### config.mk
export PLATFORM = sky130hd
export DESIGN_NAME = conv_sequencer_flat
export DESIGN_NICKNAME = d
export VERILOG_FILES = /design/src/rtl/conv_pkg.sv /design/src/rtl/conv_sequencer_if.sv /design/src/rtl/conv_mac.sv /design/src/rtl/conv_sequencer.sv /design/src/flat_wrapper.sv
export SDC_FILE = /design/constraint.sdc
export NUM_CORES = 1
export LEC_CHECK = 0
export ABC_CLOCK_PERIOD_IN_PS = 13800
export CORE_MARGIN = 5
export CORE_UTILIZATION = 35
export CTS_BUF_LIST = sky130_fd_sc_hd__clkbuf_8
export CTS_CLUSTER_DIAMETER = 30
export CTS_CLUSTER_SIZE = 30
export DETAILED_ROUTE_END_ITERATION = 8
export GPL_ROUTABILITY_DRIVEN = 0
export SLEW_MARGIN = 15
export SYNTH_ARGS = -nofsm -noshare
export SYNTH_HDL_FRONTEND = slang
export SYNTH_SLANG_ARGS = --single-unit
### constraint.sdc
create_clock -name clk -period 13.8 [get_ports clk]
set_clock_uncertainty 0.2 [all_clocks]
set_input_delay 2.76 -clock clk [delete_from_list [all_inputs] [get_ports clk]]
set_output_delay 2.76 -clock clk [all_outputs]
set_load 0.05 [all_outputs]
### src/rtl/conv_pkg.sv
// conv_pkg: shared constants and types for the 8x8 -> 6x6 convolution sequencer.
//   Geometry (IMG_N, K, OUT_N, TAPS), datapath widths (DW, ACC_W, OUT_W),
//   FSM state codes and the index typedefs used by the sequencer, its bus
//   interface and the MAC. tap_addr() maps (window row, window col, tap) to
//   a pixel RAM address.
package conv_pkg;
  localparam int IMG_N = 8;
  localparam int K     = 3;
  localparam int OUT_N = IMG_N - K + 1;
  localparam int TAPS  = K * K;
  localparam int DW    = 8;
  localparam int ACC_W = 20;
  localparam int OUT_W = 16;
  localparam int AW    = $clog2(IMG_N * IMG_N);

  typedef logic [2:0]    state_t;
  typedef logic [AW-1:0] addr_t;
  typedef logic [3:0]    tap_t;
  typedef logic [2:0]    win_t;

  localparam state_t ST_IDLE   = 3'd0;
  localparam state_t ST_LOAD   = 3'd1;
  localparam state_t ST_CONV   = 3'd2;
  localparam state_t ST_FLUSH  = 3'd3;
  localparam state_t ST_RESULT = 3'd4;
  localparam state_t ST_DONE   = 3'd5;

  // Row-major pixel address of tap t of the window anchored at (r, c).
  function automatic addr_t tap_addr(win_t r, win_t c, tap_t t);
    int a;
    a = (int'(r) + int'(t) / K) * IMG_N + int'(c) + int'(t) % K;
    return addr_t'(a);
  endfunction
endpackage

### src/rtl/conv_sequencer_if.sv
// conv_sequencer_if: all non-clock/reset signals of the convolution sequencer.
//   Control : in_st, coef_we/coef_addr/coef_data, out_st
//   Pixels  : pix_valid/pix_ready/pix_data stream in
//   RAM     : mem_we/mem_addr/mem_wdata out, mem_rdata in (1-cycle read latency)
//   Results : res_valid/res_ready/res_data/res_row/res_col stream out
// Modport slave is the sequencer's view; master is the environment's view.
interface conv_sequencer_if;
  import conv_pkg::*;

  logic                    in_st;
  logic                    coef_we;
  logic [3:0]              coef_addr;
  logic signed [DW-1:0]    coef_data;
  logic                    pix_valid;
  logic                    pix_ready;
  logic signed [DW-1:0]    pix_data;
  logic                    mem_we;
  addr_t                   mem_addr;
  logic signed [DW-1:0]    mem_wdata;
  logic signed [DW-1:0]    mem_rdata;
  logic                    res_valid;
  logic                    res_ready;
  logic signed [OUT_W-1:0] res_data;
  win_t                    res_row;
  win_t                    res_col;
  logic                    out_st;

  modport slave (
    input  in_st, coef_we, coef_addr, coef_data, pix_valid, pix_data,
           mem_rdata, res_ready,
    output pix_ready, mem_we, mem_addr, mem_wdata, res_valid, res_data,
           res_row, res_col, out_st
  );

  modport master (
    output in_st, coef_we, coef_addr, coef_data, pix_valid, pix_data,
           mem_rdata, res_ready,
    input  pix_ready, mem_we, mem_addr, mem_wdata, res_valid, res_data,
           res_row, res_col, out_st
  );
endinterface

### src/rtl/conv_mac.sv
// conv_mac: signed multiply-accumulate for one convolution window.
//   clk, reset : clock, synchronous active-high reset (acc -> 0)
//   clr        : with en, start a new sum from this product
//   en         : accumulate pix*coef this cycle
//   pix, coef  : DW-bit signed operands
//   res        : OUT_W-bit result derived from the ACC_W accumulator
// Macro CONV_SAT_EN: when defined res clamps to the OUT_W signed range,
// otherwise res is the two's-complement truncation of the accumulator.
module conv_mac
  import conv_pkg::*;
(
  input  logic                    clk,
  input  logic                    reset,
  input  logic                    clr,
  input  logic                    en,
  input  logic signed [DW-1:0]    pix,
  input  logic signed [DW-1:0]    coef,
  output logic signed [OUT_W-1:0] res
);
  logic signed [2*DW-1:0]  prod;
  logic signed [ACC_W-1:0] prod_x, base, acc_d, acc_q;

  always_comb begin
    prod   = pix * coef;
    prod_x = {{(ACC_W-2*DW){prod[2*DW-1]}}, prod};
    base   = clr ? '0 : acc_q;
    acc_d  = acc_q;
    if (en) acc_d = base + prod_x;
  end

  always_ff @(posedge clk) begin
    if (reset) acc_q <= '0;
    else       acc_q <= acc_d;
  end

`ifdef CONV_SAT_EN
  localparam logic signed [ACC_W-1:0] SAT_HI = ACC_W'(2**(OUT_W-1) - 1);
  localparam logic signed [ACC_W-1:0] SAT_LO = ACC_W'(-(2**(OUT_W-1)));

  always_comb begin
    if (acc_q > SAT_HI)      res = SAT_HI[OUT_W-1:0];
    else if (acc_q < SAT_LO) res = SAT_LO[OUT_W-1:0];
    else                     res = acc_q[OUT_W-1:0];
  end
`else
  assign res = acc_q[OUT_W-1:0];
`endif
endmodule

### src/rtl/conv_sequencer.sv
// conv_sequencer: frame controller for the 8x8 -> 6x6 3x3 convolution engine.
//   clk   : clock, rising edge
//   reset : synchronous active-high reset, aborts any frame to IDLE
//   bus   : conv_sequencer_if.slave (kernel writes, pixel stream in, pixel
//           RAM port, result stream out, out_st frame-done pulse)
// Flow: IDLE (kernel writes, wait in_st) -> LOAD (64 pixels into RAM) ->
// per window CONV (9 tap reads) -> FLUSH (last MAC) -> RESULT (hold until
// accepted) ... -> DONE (out_st) -> IDLE.
// Macro CONV_SAT_EN (handled in conv_mac) selects saturating results.
module conv_sequencer
  import conv_pkg::*;
(
  input  logic             clk,
  input  logic             reset,
  conv_sequencer_if.slave  bus
);
  localparam addr_t LAST_PIX = addr_t'(IMG_N * IMG_N - 1);
  localparam tap_t  LAST_TAP = tap_t'(TAPS - 1);
  localparam win_t  LAST_IDX = win_t'(OUT_N - 1);

  state_t state_q, state_d;
  addr_t  cnt_q, cnt_d;
  tap_t   tap_q, tap_d;
  win_t   row_q, row_d, col_q, col_d;
  logic   mac_en_q, mac_en_d;
  tap_t   mac_tap_q, mac_tap_d;
  logic signed [DW-1:0] kern_q [TAPS];
  logic signed [DW-1:0] kern_d [TAPS];

  logic pix_beat, last_win;

  assign pix_beat = (state_q == ST_LOAD) && bus.pix_valid;
  assign last_win = (row_q == LAST_IDX) && (col_q == LAST_IDX);

  always_comb begin
    state_d = state_q;
    cnt_d   = cnt_q;
    tap_d   = tap_q;
    row_d   = row_q;
    col_d   = col_q;
    case (state_q)
      ST_IDLE: if (bus.in_st) begin
        state_d = ST_LOAD;
        cnt_d   = '0;
        tap_d   = '0;
        row_d   = '0;
        col_d   = '0;
      end
      ST_LOAD: if (pix_beat) begin
        cnt_d = cnt_q + addr_t'(1);
        if (cnt_q == LAST_PIX) state_d = ST_CONV;
      end
      ST_CONV: begin
        tap_d = tap_q + tap_t'(1);
        if (tap_q == LAST_TAP) begin
          tap_d   = '0;
          state_d = ST_FLUSH;
        end
      end
      ST_FLUSH: state_d = ST_RESULT;
      ST_RESULT: if (bus.res_ready) begin
        if (last_win) state_d = ST_DONE;
        else begin
          state_d = ST_CONV;
          if (col_q == LAST_IDX) begin
            col_d = '0;
            row_d = row_q + win_t'(1);
          end else begin
            col_d = col_q + win_t'(1);
          end
        end
      end
      ST_DONE: state_d = ST_IDLE;
      default: state_d = ST_IDLE;
    endcase
  end

  // Kernel is writable only while idle; taps beyond 8 are dropped.
  always_comb begin
    kern_d = kern_q;
    if (state_q == ST_IDLE && bus.coef_we && bus.coef_addr <= LAST_TAP)
      kern_d[bus.coef_addr] = bus.coef_data;
  end

  // RAM data for a tap lands one cycle after its address, so the MAC
  // control (enable and tap index) is the CONV issue info delayed by one.
  always_comb begin
    mac_en_d  = (state_q == ST_CONV);
    mac_tap_d = tap_q;
  end

  always_ff @(posedge clk) begin
    if (reset) begin
      state_q   <= ST_IDLE;
      cnt_q     <= '0;
      tap_q     <= '0;
      row_q     <= '0;
      col_q     <= '0;
      mac_en_q  <= 1'b0;
      mac_tap_q <= '0;
      for (int i = 0; i < TAPS; i++) kern_q[i] <= '0;
    end else begin
      state_q   <= state_d;
      cnt_q     <= cnt_d;
      tap_q     <= tap_d;
      row_q     <= row_d;
      col_q     <= col_d;
      mac_en_q  <= mac_en_d;
      mac_tap_q <= mac_tap_d;
      kern_q    <= kern_d;
    end
  end

  always_comb begin
    bus.mem_addr  = '0;
    bus.mem_wdata = '0;
    if (state_q == ST_LOAD) begin
      bus.mem_addr = cnt_q;
      if (pix_beat) bus.mem_wdata = bus.pix_data;
    end else if (state_q == ST_CONV) begin
      bus.mem_addr = tap_addr(row_q, col_q, tap_q);
    end
  end

  assign bus.pix_ready = (state_q == ST_LOAD);
  assign bus.mem_we    = pix_beat;
  assign bus.res_valid = (state_q == ST_RESULT);
  assign bus.res_row   = row_q;
  assign bus.res_col   = col_q;
  assign bus.out_st    = (state_q == ST_DONE);

  conv_mac u_mac (
    .clk   (clk),
    .reset (reset),
    .clr   (mac_tap_q == '0),
    .en    (mac_en_q),
    .pix   (bus.mem_rdata),
    .coef  (kern_q[mac_tap_q]),
    .res   (bus.res_data)
  );
endmodule
### src/flat_wrapper.sv
// flat-port wrapper written by rule: the top's interface ports become plain ports
module conv_sequencer_flat import conv_pkg::*;
  (clk, reset, bus_in_st, bus_coef_we, bus_coef_addr, bus_coef_data, bus_pix_valid, bus_pix_data, bus_mem_rdata, bus_res_ready, bus_pix_ready, bus_mem_we, bus_mem_addr, bus_mem_wdata, bus_res_valid, bus_res_data, bus_res_row, bus_res_col, bus_out_st);
  conv_sequencer_if bus_i ();
  input  logic clk;
  input  logic reset;
  input wire logic [$bits(bus_i.in_st)-1:0] bus_in_st;
  input wire logic [$bits(bus_i.coef_we)-1:0] bus_coef_we;
  input wire logic [$bits(bus_i.coef_addr)-1:0] bus_coef_addr;
  input wire logic [$bits(bus_i.coef_data)-1:0] bus_coef_data;
  input wire logic [$bits(bus_i.pix_valid)-1:0] bus_pix_valid;
  input wire logic [$bits(bus_i.pix_data)-1:0] bus_pix_data;
  input wire logic [$bits(bus_i.mem_rdata)-1:0] bus_mem_rdata;
  input wire logic [$bits(bus_i.res_ready)-1:0] bus_res_ready;
  output wire logic [$bits(bus_i.pix_ready)-1:0] bus_pix_ready;
  output wire logic [$bits(bus_i.mem_we)-1:0] bus_mem_we;
  output wire logic [$bits(bus_i.mem_addr)-1:0] bus_mem_addr;
  output wire logic [$bits(bus_i.mem_wdata)-1:0] bus_mem_wdata;
  output wire logic [$bits(bus_i.res_valid)-1:0] bus_res_valid;
  output wire logic [$bits(bus_i.res_data)-1:0] bus_res_data;
  output wire logic [$bits(bus_i.res_row)-1:0] bus_res_row;
  output wire logic [$bits(bus_i.res_col)-1:0] bus_res_col;
  output wire logic [$bits(bus_i.out_st)-1:0] bus_out_st;
  assign bus_i.in_st = bus_in_st;
  assign bus_i.coef_we = bus_coef_we;
  assign bus_i.coef_addr = bus_coef_addr;
  assign bus_i.coef_data = bus_coef_data;
  assign bus_i.pix_valid = bus_pix_valid;
  assign bus_i.pix_data = bus_pix_data;
  assign bus_i.mem_rdata = bus_mem_rdata;
  assign bus_i.res_ready = bus_res_ready;
  assign bus_pix_ready = bus_i.pix_ready;
  assign bus_mem_we = bus_i.mem_we;
  assign bus_mem_addr = bus_i.mem_addr;
  assign bus_mem_wdata = bus_i.mem_wdata;
  assign bus_res_valid = bus_i.res_valid;
  assign bus_res_data = bus_i.res_data;
  assign bus_res_row = bus_i.res_row;
  assign bus_res_col = bus_i.res_col;
  assign bus_out_st = bus_i.out_st;
  conv_sequencer u_core (.clk(clk), .reset(reset), .bus(bus_i));
endmodule
Yosys cells after proc, flatten, opt, wreduce, memory -nomap -nowiden
Cells that the tools add are included.
{ "word_totals": {"register_bits": 116, "input_bits": 34, "wordCells": 98} }
{ "op_classes": {"n_div": 2, "bitwise": 2, "muxes": 33, "magnitude_cmp": 4, "multipliers": 1, "addsub": 8, "n_eq_ne": 16, "n_reduce_logical": 15} }
{ "ops": {"columns": ["op", "count"], "rows": [
  ["$bwmux W72", 1],
  ["$mux W8", 5],
  ["$mux W3", 13],
  ["$bmux W8 S4", 1],
  ["$demux W8 S4", 1],
  ["$div A5 B3 Y32 const B", 1],
  ["$mod A5 B3 Y32 const B", 1],
  ["$mux W6", 4],
  ["$add A20 B16 Y20", 1],
  ["$mux W20", 1],
  ["$mul A8 B8 Y16", 1],
  ["$pmux W3 S5", 1],
  ["$eq A3 B3 Y1 const B", 4],
  ["$pmux W3 S2", 2],
  ["$pmux W6 S2", 1],
  ["$ge A5 B5 Y1 const B", 2],
  ["$not A4 Y5", 2],
  ["$reduce_and A5 Y1", 2],
  ["$mux W4", 2],
  ["$ne A2 B2 Y1 const B", 4],
  ["$pmux W4 S2", 1],
  ["$add A3 B1 Y3 const B", 2],
  ["$add A6 B1 Y6 const B", 1],
  ["$add A6 B4 Y6", 1],
  ["other kinds (17)", 26]
]} }

Longest topological paths before layout
Gate-level depths: netlist (run 1).
{ "logic_depth": {"word_depth": 6, "mapped_depth": 23, "depth_no_buf": 21} }

Hierarchy
Synthesis (run 1) repeated with hierarchy kept, for this count alone.
{ "unflattened": {"hier_cells": 924, "area_unflattened_um2": 8575.7} }
{ "by_module_without_submodules": {"columns": ["mod", "area_per_inst_um2", "n_inst", "seq_area_each_um2", "cells_each"], "rows": [
  ["conv_sequencer", 4988.5, 1, 1921.8, 553],
  ["conv_mac", 3587.2, 1, 320.3, 371]
]} }

Worst setup path after synthesis (run 1)
Ideal clock, no wire load.
{ "synth_timing": {"path_type": "register to output", "startpoint": "register u_core.tap_q[2], in the netlist u_core.mac_tap_d[2]", "endpoint": "output port bus_mem_addr[4]", "stages_incl_launch_ff": 19, "required_ns": 10.840, "t_arrival_ns": 4.494, "setup_slack_ns": 6.346, "path_cell_list": "dfxtp_1 buf_2 inv_1 nor2_1 ha_1 nand2b_2 a41oi_4 xnor2_1 ha_1 a21oi_1 nor2b_1 inv_1 ha_1 inv_1 fa_1 inv_1 ha_1 xor2_1 o21ai_0"} }
{ "synth_via": {"elab_chain_cells": 6} }
{ "synth_rtl": {"columns": ["element", "line", "text"], "rows": [
  ["start, declared", "conv_sequencer.sv:23", "tap_t tap_q, tap_d;"],
  ["start signal, assigned", "conv_sequencer.sv:105", "tap_q <= tap_d;"],
  ["$div A5 B3 Y32", "conv_pkg.sv:31", "a = (int'(r) + int'(t) / K) * IMG_N + int'(c) + int'(t) % K;"],
  ["$add A3 B3 Y3", "conv_pkg.sv:31", null],
  ["$add A6 B4 Y6", "conv_pkg.sv:31", null],
  ["$add A6 B6 Y6 (*)", "conv_pkg.sv:31", null],
  ["$mux W6 (*)", "conv_sequencer.sv:120", "end else if (state_q == ST_CONV) begin"],
  ["$mux W6 (*)", "conv_sequencer.sv:117", "if (state_q == ST_LOAD) begin"],
  ["end, declared", "flat_wrapper.sv:17", "output wire logic [$bits(bus_i.mem_addr)-1:0] bus_mem_addr;"]
]} }
Mark *: on every way between the ends. The rest lies on a longest branch, timed or not.

Final worst setup path (run 1)
{ "layout_timing": {"startpoint": "register u_core.tap_q[2], in the netlist u_core.mac_tap_d[2]", "endpoint": "output port bus_mem_addr[5]"} }
Same word-level chain as after synthesis.

==> results of run 1 <==
==> cells in the mapped netlist (5+ instances only) <==
| library cell | number | share of area, % |
|---|---|---|
| dfxtp_1 | 112 | 26 |
| nor2_1 | 108 | 4.7 |
| mux2i_1 | 86 | 10 |
| inv_1 | 75 | 3.3 |
| fa_1 | 73 | 17 |
| nand2_1 | 71 | 3.1 |
| ha_1 | 53 | 7.7 |
| and2_1 | 49 | 3.6 |
| clkbuf_1 | 40 | 1.8 |
| a21oi_1 | 32 | 1.9 |
| xnor2_1 | 24 | 2.5 |
| nand3_1 | 19 | 1.1 |
| o21ai_0 | 19 | 1.1 |
| mux4_2 | 16 | 4.2 |
| and3_1 | 11 | 0.80 |
| nand2b_1 | 10 | 0.73 |
| nor3_1 | 10 | 0.58 |
| xor2_1 | 10 | 1.0 |
| nor2b_1 | 8 | 0.58 |
| a211oi_1 | 7 | 0.61 |
| buf_2 | 7 | 0.41 |
| a21o_1 | 5 | 0.44 |
| o21ai_1 | 5 | 0.29 |
==> registers in the layout, summed over array words and instances, names as in the netlist <==
signal / count
u_core.mac_tap_q: 4
u_core.mac_en_q: 1
u_core.u_mac.acc_q: 16
u_core.cnt_q: 6
u_core.mac_tap_d: 4
u_core.kern_q: 72
u_core.state_q: 3
u_core.bus.res_row: 3
u_core.bus.res_col: 3
==> report_power, final <==
group	switching, mW	internal (mW)	total, mW
clock	0.139	0.0767	0.216
sequential	0.00702	0.329	0.336
combinational	0.0648	0.0414	0.106
==> path summary, 6_finish.rpt <==
kind | to | slack (ns) | cells past startpoint
hold reg to reg | u_core.kern_q[35] | 0.27 | 2
setup / recovery | bus_mem_addr[5] | 5.23 | 18
setup reg to reg | u_core.u_mac.acc_q[15] | 6.68 | 16
hold / removal | u_core.kern_q[35] | 0.27 | 2
==> worst max-delay path, stage by stage (launching register included) <==
cell and delay, ns:
dfxtp_1 0.59, inv_1 0.20, nor2_1 0.16, ha_1 0.30, nand2b_2 0.10, a41oi_4 0.34, xnor2_1 0.13, ha_1 0.24
a21oi_1 0.21, nor2b_1 0.38, mux2_2 0.40, ha_1 0.29, a211oi_1 0.28, o21bai_1 0.11, a21oi_1 0.18, xnor2_1 0.16
and4_4 0.24, a211o_1 0.11, clkdlybuf4s50_1 0.81
==> cell families after synthesis <==
group,after synthesis,share of synthesized area [%]
AO/OA/AOI/OAI,96,7.192
flip-flops,112,26.14
multiplexers,105,14.63
AND/OR/NAND/NOR,316,18.22
adder cells (fa/ha/maj),126,24.77
buffers and inverters,124,5.572
XOR/XNOR,34,3.472
==> through the flow <==
step / power (mW) / std cells / utilization (%)
floorplan: 0.4133 / 913 / -
global placement: 0.4487 / 1268 / 39.45
detailed placement: 0.4490 / 1268 / 39.45
CTS: 0.6697 / 1284 / 40.34
global route: 0.6897 / 1284 / 40.34
finish: 0.6578 / 1284 / 40.34
==> area by class of cell <==
cell class	instances	area (um2)
clock buffers	9	123.9
clock inverters	7	91.34
fillers	2456	14470
inverters	75	281.5
multi-input cells	677	5857
flip-flops and latches	112	2242
well taps	324	405.4
repair buffers	80	780.7
==> metal layers <==
| metal | share of wire (%) | track usage (%) |
|---|---|---|
| met1 | 50 | 20.82 |
| met2 | 45 | 22.81 |
| met3 | 3.3 | 2.086 |
| met4 | 1.1 | 3.557 |
| met5 | 0 | 0 |
==> results by group, run 1 <==
Min path
  • Hold WC Path Type: flip-flop to flip-flop
  • Hold_sp: u_core.kern_q[35]

Synthesis
  • Mapped Area: roughly 0.0086 mm2
  • Warnings, synthesis: 0
  • Top FF cell, synth: dfxtp_1
  • Seq/Total Area, Yosys: 26.14%
  • Syn Nets: around 1,100
  • Asr flop ratio synth: 0%
  • EDFF count, synth: 0
  • Mapped Cells: just over 900
  • Distinct cell type count after synthesis: 64
  • Avg Synthesized Cell Area: approximately 9.4 um2
  • #FFs+latches synth: 112

Drt
  • DRC viols: 0
  • Drt total wl: 19.55 mm
  • Routed Antenna Nets: 0
  • Routed len/inst: about 15 um
  • DRT iter0 DRCs: around 350
  • Vias: about 6,300
  • Initial DRT Pass Iterations: 5
  • Via-per-instance ratio: between 4 and 5

Die
  • Top-Level Pins: between 70 and 80
  • Initial core utilization: ~35%
  • Core area: roughly 0.024 mm2
  • Rows: 57
  • Chip width: around 170 um
  • Die Y: around 170 um
  • Die Area: 0.02774 mm2

Clock network
  • Worst-skew pair later-pin latency: 0.40 ns
  • TritonCTS Buffers: 9
  • CTS tree: done
  • Bufs on Longest Clock Path: 2
  • Post-CTS Setup Bufs: 0
  • # clock sinks: 112
  • Post-CTS Resized: 0
  • CTS clk-pin slew, worst paths: about 0.12 ns
  • CTS H-tree lvls: 3
  • CTS root buffer: clkbuf_8
  • Hold-fix buffers at CTS: 0

Final layout
  • Post-route cell area: ~0.0098 mm2
  • Area Growth Syn to Fin: 14.05%
  • Layout cell share with drive strength beyond 1: 5.833%
  • Commonest non-fill, non-tap cell in the layout: dfxtp_1
  • Commonest non-fill, non-tap cells in the layout: dfxtp_1, nor2_1, mux2i_1
  • Diode count: 0
  • Nets: about 1,100

Placed design
  • Placed cell area: about 0.0096 mm2
  • Final HPWL DP: ~15 mm
  • # port buffers: 73
  • Post-place setup slack: around 5.5 ns

Power
  • Worst vdd ir: about 0.057 mV
  • Pwr Density: ~67 mW/mm2
  • Lkg Pwr: around 4.2 nW

STA
  • Setup Viol. Count Final: 0
  • Max Transition Viols Final: 0
  • Hold Fails Final Rpt: 0
  • Final min period: around 8.6 ns
  • Max Freq: ~0.12 GHz
  • Slew margin rel.: between 20 and 25%
  • Period utilisation layout: 62.10%
  • Slew at the pin closest to its max-slew limit: about 1.1 ns
  • Fin worst setup slack: 5.231 ns
  • Final TNS setup: 0 ns
  • RSZ-0062 raised after global routing: false
  • WHS: around 0.27 ns

Global routing
  • Largest net degree at the start of global routing: 94
  • Global-route wire length before repair: approximately 33 mm
  • Initial antenna violation count: 0
  • Overflow after GRT: 0
  • Vias in the first global route: between 6,000 and 7,000
  • Overall routing resource usage: ~14%

Critical path
  • Crit path from: u_core.mac_tap_d[2]
  • WP data required: between 10 and 15 ns
  • Setup CP Type: flip-flop to output port
  • Critical path launch point type: flip-flop
  • CP arrival: 5.61 ns
  • Worst R2R Start: u_core.mac_tap_q[1]
  • Critical Path Fanout Max: 11
  • CP endpoint kind: output port

Status
  • Status: finished, final reports clean

Flow run
  • Number of max-cap violations: 0
Note: power is estimated with default switching activity, not from simulation.
==> run 2, diff against run 1 <==
--- a/config.mk
+++ b/config.mk
@@ -5,7 +5,7 @@
 export SDC_FILE = /design/constraint.sdc
 export NUM_CORES = 1
 export LEC_CHECK = 0
-export ABC_CLOCK_PERIOD_IN_PS = 13800
+export ABC_CLOCK_PERIOD_IN_PS = 7150
 export CORE_MARGIN = 5
 export CORE_UTILIZATION = 35
 export CTS_BUF_LIST = sky130_fd_sc_hd__clkbuf_8
==> constraint.sdc (replaced) <==
create_clock -name clk -period 7.15 [get_ports clk]
set_clock_uncertainty 0.2 [all_clocks]
set_input_delay 1.43 -clock clk [delete_from_list [all_inputs] [get_ports clk]]
set_output_delay 1.43 -clock clk [all_outputs]
set_load 0.05 [all_outputs]
==> run 2 against run 1 <==
Sequential cell count unchanged. Count of clock-buffer cells in the layout did not move. Highest routed layer unchanged. Final area rose by 1.0%. Non-clock buffer count rose by 13. Critical path depth unchanged. Final cell count grew 1.0%. Global-route usage rose by 0.43 points. Critical endpoint unchanged. Register-to-register slack got worse by 6.2 ns. Via count is 1.5% higher.
==> results by group, run 2 (same netlist as run 1, synthesis figures left out) <==
STA
  • Max Freq: between 0.1 and 0.15 GHz
  • Max Transition Viols Final: 0 (unchanged)
  • RSZ-0062 raised after global routing: false (unchanged)
  • Final TNS setup: 0 ns (unchanged)
  • Period utilisation layout: approximately 94%
  • Final min period: 6.721 ns
  • Slew margin rel.: 25.54% (was 24.35%)
  • Slew at the pin closest to its max-slew limit: 1.115 ns (was 1.132 ns)
  • Setup Viol. Count Final: 0 (unchanged)
  • Hold Fails Final Rpt: 0 (unchanged)

Clock network
  • Worst-skew pair later-pin latency: 0.40 ns (about the same)
  • Bufs on Longest Clock Path: 2 (unchanged)
  • CTS H-tree lvls: 3 (unchanged)
  • CTS clk-pin slew, worst paths: 0.12 ns (about the same)
  • CTS tree: done (unchanged)
  • CTS root buffer: clkbuf_8 (unchanged)
  • TritonCTS Buffers: 9 (unchanged)
  • # clock sinks: 112 (unchanged)

Drt
  • DRC viols: 0 (unchanged)
  • Via-per-instance ratio: 4.924 (was 4.900)
  • Drt total wl: 20.19 mm (was 19.55 mm)
  • Routed Antenna Nets: 0 (unchanged)
  • Initial DRT Pass Iterations: 5 (unchanged)
  • Routed len/inst: 15.57 um (was 15.22 um)
  • Vias: 6,386 (was 6,291)
  • DRT iter0 DRCs: 304 (was 348)

Critical path
  • Highest-delay cell along the critical path: dfxtp_2 (was clkdlybuf4s50_1)
  • Slowest stage delay, CP: 0.49 ns (was 0.81 ns)
  • Delay-heaviest family, CP: compound AO/OA/AOI/OAI gates (unchanged)
  • Critical path launch point type: flip-flop (unchanged)
  • Critical-path cell list: inv_1, nor2_1, ha_1, nand2b_2, a41oi_4, xnor2_1, ha_1, a21oi_1, nor2b_1, mux2_2, ha_1, a211oi_1, o21bai_1, a21oi_1, xnor2_1, and4_4, a211o_1, buf_4 (was inv_1, nor2_1, ha_1, nand2b_2, a41oi_4, xnor2_1, ha_1, a21oi_1, nor2b_1, mux2_2, ha_1, a211oi_1, o21bai_1, a21oi_1, xnor2_1, and4_4, a211o_1, clkdlybuf4s50_1)
  • Setup CP Type: flip-flop to output port (unchanged)
  • Critical Path Fanout Max: 11 (unchanged)
  • Buffers & Inverters on Critical Path: 2 (unchanged)
  • WP data required: 5.52 ns (was 10.84 ns)
  • CP endpoint kind: output port (unchanged)
  • Cell mode on critical path: ha_1 (unchanged)
  • CP arrival: 5.09 ns (was 5.61 ns)

Final layout
  • Area Growth Syn to Fin: 15.23% (was 14.05%)
  • Nets: 1,128 (was 1,115)
  • Commonest non-fill, non-tap cell in the layout: dfxtp_1 (unchanged)
  • FF+latch area: 0.002243 mm2 (was 0.002242 mm2)
  • Commonest non-fill, non-tap cells in the layout: dfxtp_1, nor2_1, mux2i_1 (unchanged)
  • Biggest register: u_core.kern_q (unchanged)
  • Layout cell share with drive strength beyond 1: 7.297% (was 5.833%)
  • Util after Layout: 40.76% (was 40.34%)
  • Multi-input combinational cell area: 0.005857 mm2 (unchanged)
  • Top flop regs: u_core.kern_q (72), u_core.u_mac.acc_q (16), u_core.cnt_q (6) (unchanged)
  • Filler cells: 2,462 (was 2,456)
  • Diode count: 0 (unchanged)
  • Largest register FFs: 72 (unchanged)

Power
  • Pwr Density: 128.0 mW/mm2 (was 67.24 mW/mm2)
  • Lkg Pwr: 4.290 nW (was 4.183 nW)
  • Worst vdd ir: 0.1175 mV (was 0.05697 mV)

Global routing
  • Vias in the first global route: 6,450 (was 6,372)
  • Overall routing resource usage: 14.83% (was 14.40%)
  • Global-route wire length before repair: 33.99 mm (was 33.36 mm)
  • Overflow after GRT: 0 (unchanged)
  • Largest net degree at the start of global routing: 95 (was 94)
  • Initial antenna violation count: 0 (unchanged)

Die
  • Die Area: 0.02774 mm2 (unchanged)
  • Rows: 57 (unchanged)
  • Chip width: 166.5 um (unchanged)
  • Core area: 0.02425 mm2 (unchanged)
  • Initial core utilization: 35.37% (unchanged)
  • Top-Level Pins: 74 (unchanged)
  • Die Y: 166.5 um (unchanged)

Placed design
  • # port buffers: 73 (unchanged)
  • Final HPWL DP: 15.38 mm (was 15.09 mm)

Min path
  • Hold WC Path Type: flip-flop to flip-flop (unchanged)

Status
  • Status: finished, final reports clean (unchanged)

Flow run
  • Number of max-cap violations: 0 (unchanged)
run 2: stage by stage:
| step | total power [mW] | setup slack (ns) | std cells | hold slack (ns) | instance area (um2) |
|---|---|---|---|---|---|
| 6_report | 1.265 | 0.4289 | 1297 | 0.2628 | 9883 |
| 2_1_floorplan | 0.7978 | 1.026 | 913 | 0.2334 | 8577 |
| 5_1_grt | 1.333 | 0.03722 | 1297 | 0.2798 | 9883 |
| 3_3_place_gp | 0.8682 | 0.5434 | 1281 | 0.2391 | 9662 |
| 3_5_place_dp | 0.8690 | 0.4662 | 1281 | 0.2467 | 9662 |
| 4_1_cts | 1.284 | 0.1151 | 1297 | 0.2637 | 9877 |
run 2: what timing repair did:
action	in CTS	in global routing
hold buffers	0	0
gates resized for setup	0	3
buffers inserted	0	0
endpoints found under the setup margin	0	5
run 2: cell type report:
type                    instances  area share [%]
clock buffers                   9           1.253
clock inverters                 7          0.9242
inverters                      75           2.848
multi-input cells             677           59.26
flip-flops and latches        112           22.70
well taps                     324           4.102
repair buffers                 93           8.913
run 2: tightest hold or removal path, stage by stage, from the launching register on:
cell and delay [ns]:
dfxtp_1 0.33, nand2_1 0.05, a21oi_1 0.05
run 2: final timing paths:
| kind | startpoint | to | slack [ns] | cells past startpoint |
|---|---|---|---|---|
| worst max-delay path | u_core.mac_tap_d[2] | bus_mem_addr[5] | 0.43 | 18 |
| worst min-delay path | u_core.kern_q[35] | u_core.kern_q[35] | 0.26 | 2 |
| worst max register to register | u_core.mac_tap_q[1] | u_core.u_mac.acc_q[15] | 0.44 | 19 |
| worst min register to register | u_core.kern_q[35] | u_core.kern_q[35] | 0.26 | 2 |
run 2: report_power, final:
part	switching [mW]	leakage, nW	total (mW)	internal [mW]
clock network	0.265	0.106	0.411	0.145
registers	0.0134	0.904	0.648	0.634
logic	0.125	3.28	0.207	0.0810
total	0.404	4.29	1.26	0.861
run 2: per-layer routing:
layer	share of wire (%)	GRT usage, %	up-vias
met5	0	0	-
met4	0.76	2.490	0
met3	3.2	2.465	8
met2	48	24.65	96
met1	48	20.76	3123
li1	-	-	3159
==> run 3, diff against run 2 <==
--- a/config.mk
+++ b/config.mk
@@ -7,12 +7,14 @@
 export LEC_CHECK = 0
 export ABC_CLOCK_PERIOD_IN_PS = 7150
 export CORE_MARGIN = 5
-export CORE_UTILIZATION = 35
+export CORE_UTILIZATION = 55
 export CTS_BUF_LIST = sky130_fd_sc_hd__clkbuf_8
 export CTS_CLUSTER_DIAMETER = 30
 export CTS_CLUSTER_SIZE = 30
 export DETAILED_ROUTE_END_ITERATION = 8
 export GPL_ROUTABILITY_DRIVEN = 0
+export PLACE_DENSITY = 0.79
+export RECOVER_POWER = 100
 export SLEW_MARGIN = 15
 export SYNTH_ARGS = -nofsm -noshare
 export SYNTH_HDL_FRONTEND = slang
==> run 3 against run 2 <==
The flow now finishes with violations (capacitance limit, slew limit). Maximum frequency decreased by 0.73%. Non-clock buffer count is 8 lower. Final area down 2.4%. Sequential cell count did not move. Global-route usage is 7.0 points higher. Setup slack worse by 0.049 ns. Wire length is 7.0% lower. Clock power decreased by 4%. Critical path type unchanged. Critical endpoint unchanged. Largest cell class unchanged. Highest routed layer unchanged.
==> results by group, run 3 (same netlist as run 1, synthesis figures left out) <==
STA
  • Period utilisation layout: 94.69% (was 94.00%)
  • Max Transition Viols Final: 115 (was 0)
  • Hold Fails Final Rpt: 0 (unchanged)
  • RSZ-0062 raised after global routing: false (unchanged)
  • Slew at the pin closest to its max-slew limit: 4.061 ns (was 1.115 ns)
  • Slew margin rel.: -170.8% (was 25.54%)
  • Final min period: 6.770 ns (was 6.721 ns)
  • Setup Viol. Count Final: 0 (unchanged)
  • Final TNS setup: 0 ns (unchanged)
  • Max Freq: 0.1477 GHz (was 0.1488 GHz)

Power
  • Sequential fraction of design power: 52.2% (was 51.2%)
  • Net Switching: 394.0 uW (was 404.2 uW)
  • Lkg Pwr: 4.320 nW (was 4.290 nW)
  • Worst vdd ir: 0.1776 mV (was 0.1175 mV)
  • Pwr Density: 128.8 mW/mm2 (was 128.0 mW/mm2)
  • Sw frac: 31.69% (was 31.96%)
  • Comb power frac: 16.0% (was 16.3%)
  • Clock Power Share: 31.8% (was 32.5%)
  • Pint: 849.0 uW (was 860.7 uW)

Clock network
  • CTS H-tree lvls: 3 (unchanged)
  • TritonCTS Buffers: 9 (unchanged)
  • Worst-skew pair later-pin latency: 0.39 ns (was 0.40 ns)
  • Hold-fix buffers at CTS: 0 (unchanged)
  • Post-CTS Setup Bufs: 0 (unchanged)
  • CTS clk-pin slew, worst paths: 0.12 ns (about the same)
  • # clock sinks: 112 (unchanged)
  • CTS tree: done (unchanged)
  • CTS root buffer: clkbuf_8 (unchanged)
  • Bufs on Longest Clock Path: 2 (unchanged)

Final layout
  • Layout cell share with drive strength beyond 1: 6.114% (was 7.297%)
  • Fin cells: 1,176 (was 1,297)
  • Post-route cell area: 0.009647 mm2 (was 0.009883 mm2)
  • Top flop regs: u_core.kern_q (72), u_core.u_mac.acc_q (16), u_core.cnt_q (6) (unchanged)
  • FF+latch area: 0.002245 mm2 (was 0.002243 mm2)
  • Commonest non-fill, non-tap cells in the layout: dfxtp_1, nor2_1, mux2i_1 (unchanged)
  • Util after Layout: 63.22% (was 40.76%)
  • Diode count: 0 (unchanged)
  • Nets: 1,120 (was 1,128)
  • Multi-input combinational cell area: 0.005852 mm2 (was 0.005857 mm2)
  • Biggest register: u_core.kern_q (unchanged)
  • Largest register FFs: 72 (unchanged)
  • Commonest non-fill, non-tap cell in the layout: dfxtp_1 (unchanged)
  • Area Growth Syn to Fin: 12.47% (was 15.23%)
  • Filler cells: 1,301 (was 2,462)

Status
  • Failing checks: capacitance limit, slew limit
  • Status: finished with violations (was finished, final reports clean)

Die
  • Rows: 45 (was 57)
  • Top-Level Pins: 74 (unchanged)
  • Chip width: 134.9 um (was 166.5 um)
  • Die Y: 134.9 um (was 166.5 um)
  • Core area: 0.01526 mm2 (was 0.02425 mm2)
  • Initial core utilization: 56.21% (was 35.37%)
  • Die Area: 0.01819 mm2 (was 0.02774 mm2)

Global routing
  • Overall routing resource usage: 21.81% (was 14.83%)
  • Initial antenna violation count: 0 (unchanged)
  • Global-route wire length before repair: 32.43 mm (was 33.99 mm)
  • Largest net degree at the start of global routing: 96 (was 95)
  • Vias in the first global route: 6,507 (was 6,450)
  • Overflow after GRT: 0 (unchanged)

Placed design
  • Placed insts: 1,160 (was 1,281)
  • Placed cell area: 0.009463 mm2 (was 0.009662 mm2)
  • # port buffers: 73 (unchanged)
  • Final HPWL DP: 14.63 mm (was 15.38 mm)

Flow run
  • Number of max-cap violations: 2 (was 0)

Critical path
  • Setup CP Type: flip-flop to output port (unchanged)
  • Critical path launch point type: flip-flop (unchanged)
  • Critical Path Fanout Max: 8 (was 11)
  • CP endpoint kind: output port (unchanged)
  • Worst r2r path cells: 21 (was 19)
  • CP arrival: 5.14 ns (was 5.09 ns)
  • WP data required: 5.52 ns (about the same)

Min path
  • Hold WC Path Type: flip-flop to flip-flop (unchanged)
  • Hold Path Stages: 2 (unchanged)

Drt
  • DRC viols: 0 (unchanged)
  • Initial DRT Pass Iterations: 6 (was 5)
  • DRT iter0 DRCs: 519 (was 304)
  • Vias: 6,463 (was 6,386)
  • Routed len/inst: 15.96 um (was 15.57 um)
  • Via-per-instance ratio: 5.496 (was 4.924)
  • Drt total wl: 18.77 mm (was 20.19 mm)
  • Routed Antenna Nets: 0 (unchanged)
## run 3: cell types whose count changed in the layout (fill, tap and decap cells not counted), moves of 2 or more
cell	delta
inv_12	-2
dlygate4sd3_1	+38
clkdlybuf4s50_1	-36
inv_8	+2
clkbuf_1	+3
buf_4	-11
dlymetal6s2s_1	-2
## run 3: worst max-delay path, stage by stage, from the launching register on
cell	delay [ns]
dfxtp_1	0.52
inv_1	0.16
ha_1	0.27
a211oi_2	0.30
a41oi_4	0.10
xnor2_1	0.19
ha_1	0.25
a21oi_1	0.21
nor2b_1	0.39
mux2_2	0.41
ha_1	0.29
a211oi_1	0.31
o21bai_1	0.13
a21oi_1	0.18
xnor2_1	0.11
a211oi_1	0.29
a211o_1	0.16
clkbuf_1	0.47
## run 3: worst paths after layout
| kind | start | to | slack, ns |
|---|---|---|---|
| worst max-delay path | u_core.mac_tap_d[0] | bus_mem_addr[5] | 0.38 |
| worst min-delay path | u_core.kern_q[35] | u_core.kern_q[35] | 0.27 |
| worst max register to register | u_core.mac_tap_q[0] | u_core.u_mac.acc_q[15] | 0.64 |
| worst min register to register | u_core.kern_q[35] | u_core.kern_q[35] | 0.27 |
## run 3: cell type report
class | instances | share of cell area, %
clock inverters | 7 | 0.7912
clock buffers | 9 | 1.284
flip-flops and latches | 112 | 23.27
well taps | 211 | 2.737
multi-input cells | 677 | 60.66
inverters | 75 | 2.918
repair buffers | 85 | 8.340
## run 3: per-stage QoR
step                      setup slack, ns  total power [mW]  hold slack [ns]
final                              0.3795             1.243           0.2669
after global routing              0.06688             1.299           0.2911
after CTS                         0.05691             1.255           0.2659
after detailed placement           0.3038            0.8641           0.2490
after global placement             0.4095            0.8602           0.2423
after floorplan                     1.026            0.7978           0.2334
## run 3: what timing repair did
item,4_1_cts,5_1_grt
endpoints found under the hold margin,0,0
setup endpoints to repair,0,2
resized for setup,0,3
## run 3: power groups by stage
stage / sequential, mW / combinational [mW] / clock (mW)
global route: 0.652 / 0.220 / 0.427
detailed placement: 0.663 / 0.201 / 0
global placement: 0.662 / 0.198 / 0
finish: 0.649 / 0.199 / 0.395
floorplan: 0.659 / 0.138 / 0
CTS: 0.649 / 0.202 / 0.405
## run 3: per-layer routing
metal	track usage (%)	routed length, um	share of wire, %	vias to the layer above
met5	0	0	0	-
met4	5.204	253	1.3	0
met3	3.167	689	3.7	26
met2	36.10	9047	48	132
met1	30.39	8782	47	3158
li1	-	-	-	3147
